--- src/rtl/count_ctrl_pkg.sv ---
// Shared encodings for the negedge counter sequencing controller.
// State codes, mode codes and default sizing used by count_seq_ctrl and count_reg_neg.
package count_ctrl_pkg;

   localparam int DEF_WIDTH    = 3;
   localparam int DEF_PRESCALE = 4;

   localparam logic MODE_ONESHOT  = 1'b0;
   localparam logic MODE_PERIODIC = 1'b1;

   typedef enum logic [1:0] {
      ST_IDLE  = 2'b00,
      ST_RUN   = 2'b01,
      ST_PAUSE = 2'b10,
      ST_DONE  = 2'b11
   } state_t;

endpackage

--- src/rtl/count_reg_neg.sv ---
// WIDTH-bit falling-edge register with async active-low clear.
// Load-zero has priority over the enable so the controller can clear and advance with one decode.
module count_reg_neg
   import count_ctrl_pkg::*;
#(
   parameter int WIDTH = DEF_WIDTH
) (
   input  logic             Clk,
   input  logic             ClrN,
   input  logic             i_en,
   input  logic             i_zero,
   input  logic [WIDTH-1:0] i_d,
   output logic [WIDTH-1:0] o_q
);

   logic [WIDTH-1:0] r_q;

   always_ff @(negedge Clk or negedge ClrN) begin
      if (!ClrN) begin
         r_q <= '0;
      end else if (i_zero) begin
         r_q <= '0;
      end else if (i_en) begin
         r_q <= i_d;
      end
   end

   assign o_q = r_q;

endmodule

--- src/rtl/count_seq_ctrl.sv ---
// Start/pause/abort sequencer driving a negedge counter with one-shot and periodic modes.
// Define COUNT_PRESCALE_EN to advance only on every PRESCALE-th RUN edge.
module count_seq_ctrl
   import count_ctrl_pkg::*;
#(
   parameter int WIDTH    = DEF_WIDTH,
   parameter int PRESCALE = DEF_PRESCALE
) (
   input  logic             Clk,
   input  logic             ClrN,
   input  logic             Start,
   input  logic             Stop,
   input  logic             Pause,
   input  logic             Mode,
   input  logic [WIDTH-1:0] TermCnt,
   input  logic             DoneAck,
   output logic [WIDTH-1:0] Count,
   output logic             Tick,
   output logic             Busy,
   output logic             Done
);

   if (WIDTH < 2 || WIDTH > 16 || PRESCALE < 1 || PRESCALE > 256) begin : g_bad_params
      $error("count_seq_ctrl: WIDTH must be 2..16 and PRESCALE 1..256");
   end

   state_t           r_state;
   logic [WIDTH-1:0] r_tc;
   logic             r_mode;
   logic             r_tick;

   logic [WIDTH-1:0] w_count;
   logic [WIDTH-1:0] w_cnt_d;
   logic             w_cnt_en;
   logic             w_cnt_zero;
   logic             w_step;
   logic             w_hit;

`ifdef COUNT_PRESCALE_EN
   localparam int             PW       = (PRESCALE > 1) ? $clog2(PRESCALE) : 1;
   localparam logic [PW-1:0]  PRE_LAST = PW'(PRESCALE - 1);

   logic [PW-1:0] r_pre;

   // Zeroed throughout IDLE so every run starts a fresh prescale period; frozen in PAUSE.
   always_ff @(negedge Clk or negedge ClrN) begin
      if (!ClrN) begin
         r_pre <= '0;
      end else if (r_state == ST_IDLE) begin
         r_pre <= '0;
      end else if (r_state == ST_RUN && !Stop && !Pause) begin
         r_pre <= (r_pre == PRE_LAST) ? '0 : r_pre + 1'b1;
      end
   end

   assign w_step = (r_pre == PRE_LAST);
`else
   assign w_step = 1'b1;
`endif

   assign w_hit   = w_step && (w_count == r_tc);
   assign w_cnt_d = w_count + 1'b1;

   always_comb begin
      w_cnt_en   = 1'b0;
      w_cnt_zero = 1'b0;
      unique case (r_state)
         ST_IDLE: w_cnt_zero = 1'b1;
         ST_RUN: begin
            if (Stop) begin
               w_cnt_zero = 1'b1;
            end else if (!Pause && w_step) begin
               if (w_count == r_tc) begin
                  w_cnt_zero = (r_mode == MODE_PERIODIC);
               end else begin
                  w_cnt_en = 1'b1;
               end
            end
         end
         ST_PAUSE: w_cnt_zero = Stop;
         ST_DONE:  w_cnt_zero = DoneAck;
      endcase
   end

   count_reg_neg #(
      .WIDTH (WIDTH)
   ) u_count_reg (
      .Clk    (Clk),
      .ClrN   (ClrN),
      .i_en   (w_cnt_en),
      .i_zero (w_cnt_zero),
      .i_d    (w_cnt_d),
      .o_q    (w_count)
   );

   always_ff @(negedge Clk or negedge ClrN) begin
      if (!ClrN) begin
         r_state <= ST_IDLE;
         r_tc    <= '0;
         r_mode  <= MODE_ONESHOT;
         r_tick  <= 1'b0;
      end else begin
         r_tick <= 1'b0;
         unique case (r_state)
            ST_IDLE: begin
               if (Start) begin
                  r_tc    <= TermCnt;
                  r_mode  <= Mode;
                  r_state <= ST_RUN;
               end
            end
            ST_RUN: begin
               if (Stop) begin
                  r_state <= ST_IDLE;
               end else if (Pause) begin
                  r_state <= ST_PAUSE;
               end else if (w_hit) begin
                  r_tick <= 1'b1;
                  if (r_mode == MODE_ONESHOT) begin
                     r_state <= ST_DONE;
                  end
               end
            end
            ST_PAUSE: begin
               if (Stop) begin
                  r_state <= ST_IDLE;
               end else if (!Pause) begin
                  r_state <= ST_RUN;
               end
            end
            ST_DONE: begin
               if (DoneAck) begin
                  r_state <= ST_IDLE;
               end
            end
         endcase
      end
   end

   assign Count = w_count;
   assign Tick  = r_tick;
   assign Busy  = (r_state == ST_RUN) || (r_state == ST_PAUSE);
   assign Done  = (r_state == ST_DONE);

endmodule

--- config.mk ---
export PLATFORM = sky130hd
export DESIGN_NAME = count_seq_ctrl
export DESIGN_NICKNAME = d
export VERILOG_FILES = /design/src/rtl/count_ctrl_pkg.sv /design/src/rtl/count_reg_neg.sv /design/src/rtl/count_seq_ctrl.sv
export SDC_FILE = /design/constraint.sdc
export NUM_CORES = 1
export LEC_CHECK = 0
export ABC_AREA = 1
export CAP_MARGIN = 10
export CORE_MARGIN = 3
export CORE_UTILIZATION = 42
export CTS_CLUSTER_DIAMETER = 200
export CTS_CLUSTER_SIZE = 25
export DETAILED_ROUTE_END_ITERATION = 10
export PLACE_DENSITY = 0.7
export SLEW_MARGIN = 30
export SYNTH_ARGS = -nofsm -noshare
export SYNTH_HDL_FRONTEND = slang
export SYNTH_HIERARCHICAL = 1
export SYNTH_SLANG_ARGS = --single-unit
--- constraint.sdc ---
create_clock -name Clk -period 1.3 [get_ports Clk]
set_input_delay 0.13 -clock Clk [delete_from_list [all_inputs] [get_ports Clk]]
set_output_delay 0.13 -clock Clk [all_outputs]
set_load 0.02 [all_outputs]
==> Word level (Yosys, flattened, before mapping) <==
Cells that the tools add are included.
W data, S select, Z words.
{ "op_classes": {"eq_ne": 9, "n_mul": 0, "magnitude_cmp": 0, "shifts": 0, "n_mux": 23, "div": 0, "n_reduce_logical": 5, "add_sub_neg": 1, "bitwise": 0} }
{ "op_table": {"columns": ["operator", "n"], "rows": [
  ["$mux W2", 8],
  ["$mux W1", 11],
  ["$ne A4 B4 Y1 const B", 2],
  ["$pmux W2 S4", 1],
  ["$mux W3", 2],
  ["$reduce_and A5 Y1", 1],
  ["$eq A2 B2 Y1 const B", 2],
  ["$ne A2 B2 Y1 const B", 2],
  ["$pmux W1 S4", 1],
  ["$add A3 B1 Y3 const B", 1],
  ["$eq A3 B3 Y1", 1],
  ["$ne A3 B3 Y1 const B", 1],
  ["$eq A2 B1 Y1 const B", 1],
  ["$logic_not A2 Y1", 1],
  ["$reduce_and A2 Y1", 1],
  ["$reduce_bool A2 Y1", 1],
  ["$logic_or A1 B1 Y1", 1]
]} }
{ "word_totals": {"memories": 0, "mem_bits_ro": 0, "out_inout_bits": 6, "ramBits": 0, "latchBits": 0, "inputBits": 10, "ff_bits": 10, "word_cells": 43} }

==> Logic depth before layout (Yosys ltp) <==
{ "logic_depth": {"word_depth": 7, "ltp_mapped": 10, "mapped_depth_nobuf": 10} }

==> By module <==
The synthesis kept the hierarchy.
{ "modules_own_cells": {"columns": ["mod", "area_per_inst_um2", "seq_area_each_um2", "cells_each", "instances"], "rows": [
  ["count_seq_ctrl", 521.8, 175.2, 68, 1],
  ["count_reg_neg", 122.6, 75.1, 14, 1]
]} }

==> run metrics <==
DR iter-0 viols=14; IO Port Bufs=15; Netlist cell types=17; Avg Cell Area, Syn=between 7 and 8 sq um; Syn Std Cell Area=644 sq um; commonest cells after routing, fill and taps aside=nand2_1, buf_4, dfrtn_1, inv_1, buf_6; hold path depth=2; worst hold-check path type=reg -> reg; Max transition margin=86.5%; Worst EP required=between 1000 and 1500 ps; GRT Total Usage=approximately a fifth; startpoint of the worst hold path=r_tc[2]$_DFFE_NN0P_; DRC viols=0; clk buf depth=2; syn nets=between 90 and 100; Die Wd=~45 um; largest net degree at the start of global routing=11; Tightest Pin Transition=202 ps; R2R Setup Slk=-160 ps; antenna viol nets, final=0; Root Buffer Master=clkbuf_4; Worst setup EP type=primary output; Setup WS post-layout=-638 ps; CP startpoint kind=flop; worst vdd ir=around 1.4 mV; reg-to-reg endpoint=r_state[1]$_DFFE_NN0P_; via count=~700; RSZ-0062 raised after global routing=yes; row cnt=13; Synth Instances=82; post-DP HPWL=~1300 um; die area=~0.0020 sq mm; Initial Utilization=between 40% and 50%; filler instances=70; Die H=between 40 and 50 um; first-pass GRT wire length=a little under 3000 um; # clock sinks=10; share of the synthesized area in the top cell type=approximately two fifths; R2R Path Start=r_state[0]$_DFFE_NN0P_; Worst Skew=about 1.5 ps; vias in the first global route=700; crit-path max FO=3; CTS tree=built; commonest non-fill, non-tap cell in the layout=nand2_1; TritonCTS buffer count=3; Clk pin slew, worst setup/hold paths=50 ps; number of synthesized flops with an enable pin=0; max cap viols=0; fraction of layout cells with a size suffix above 1=~50%; hold slack=~500 ps; Synth Register Bits=10; CTS hold repair buffers=0; total congestion overflow=0; ys flop type=dfrtn_1; outcome=finished, violations left; endpoints failing setup=12; post-DR vias/cell=5.15; top cells by area, synth=dfrtn_1, nand2_1, ha_1; Yosys top cell by area=dfrtn_1; asr flop ratio synth=100%; P_leak=just over 0.6 nW; Pins Over Slew Limit=0; ant diodes=0; Avg WL per Cell=approximately 13 um; Worst Reg-to-Reg Cells=9; gpl congestion=between 0.7 and 0.8; multi-input logic area=~510 sq um; Hold Vio Cnt, Final=0; PwrDens=between 1500 and 2000 mW/mm^2; Worst-Skew Late Latency=~280 ps; pre-CTS setup slack=-852 ps; FF+latch area=between 200 and 300 sq um; Seq/Total Area, Yosys=about two fifths; final wirelength=around 1800 um; crit path DAT=between 1500 and 2000 ps; DR pass1 iterations=4; initial antenna violation count=0; synth warn=6; Setup CP Type=reg -> out; post-layout net count=between 100 and 150; WHS Endpoint=r_tc[2]$_DFFE_NN0P_; failing checks=negative setup slack; area growth from synthesis to layout=87.4%; htree depth=1; I/O pin count=16; core area=about 0.0014 sq mm
[cell usage after synthesis (2+ instances only)]
| library cell | instances |
|---|---|
| nor2_1 | 6 |
| nor2_2 | 2 |
| dfrtn_1 | 10 |
| nand2_1 | 23 |
| nand3_2 | 2 |
| inv_1 | 13 |
| nand3_1 | 6 |
| a21oi_1 | 4 |
| ha_1 | 6 |
| nand2_2 | 3 |
[per-stage QoR]
step	instance area (sq um)	utilization, %	cells	power [mW]	TNS, ps
after floorplan	743	-	82	1.25	-1040
after global placement	1040	75.9	127	1.57	-9970
after detailed placement	1040	75.9	127	1.62	-10190
after CTS	1200	87.5	136	2.17	-3120
after global routing	1210	88.4	136	2.38	-3730
final	1210	88.4	136	2.23	-3160
[critical path: stages, from the launching register on]
cell	delay, ps
dfrtn_1	450
inv_2	70
ha_4	260
buf_6	100
[final cells by class]
| class | instances | area share, % |
|---|---|---|
| clock buffer | 4 | 3.01 |
| inverter | 14 | 5.91 |
| tap | 15 | 1.55 |
| sequential | 10 | 20.7 |
| multi-input combinational | 58 | 42.0 |
| timing repair buffer | 35 | 26.8 |
[routing by layer]
layer | vias up | GRT usage (%) | wire length, um
li1 | 337 | - | -
met1 | 323 | 23.4 | 651
met2 | 31 | 35.6 | 952
met3 | 10 | 9.16 | 118
met4 | 0 | 4.09 | 47
met5 | - | 0 | 0
[sequential cells by signal, summed over array words and instances, names as in the netlist]
name and count:
Tick 1, r_tc 3, u_count_reg/o_q 3, r_mode 1, r_state 2
[cell families after synthesis]
kind of cell	count (synthesis)	synth area share, %
AND/OR/NAND/NOR	44	31.3
multiplexers	1	1.75
adder cells (fa/ha/maj)	6	11.7
flip-flops	10	38.8
XOR/XNOR	2	3.88
buffers and inverters	14	8.16
AO/OA/AOI/OAI	5	4.47
[power breakdown]
group | leakage (nW) | switching, mW | total (mW) | internal [mW]
combinational | 0.468 | 0.746 | 1.45 | 0.706
clock | 0.0210 | 0.120 | 0.290 | 0.170
sequential | 0.125 | 0.0722 | 0.490 | 0.417
[timing repair]
action                                  4_1_cts  5_1_grt
endpoints found under the setup margin       16       12
buffers inserted                              7        2
pin swaps                                    14       10
resized for setup                            69        1
[how the worst max path moves through the flow]
stage / from / endpoint / cells past startpoint
2_1_floorplan: r_state[0]$_DFFE_NN0P_ / Busy / 2
3_3_place_gp: r_state[0]$_DFFE_NN0P_ / Busy / 3
3_5_place_dp: r_state[0]$_DFFE_NN0P_ / Busy / 3
4_1_cts: r_state[0]$_DFFE_NN0P_ / Busy / 3
5_1_grt: r_state[1]$_DFFE_NN0P_ / Busy / 3
6_report: r_state[1]$_DFFE_NN0P_ / Busy / 3
No activity file was read; power rests on OpenSTA's default activity.
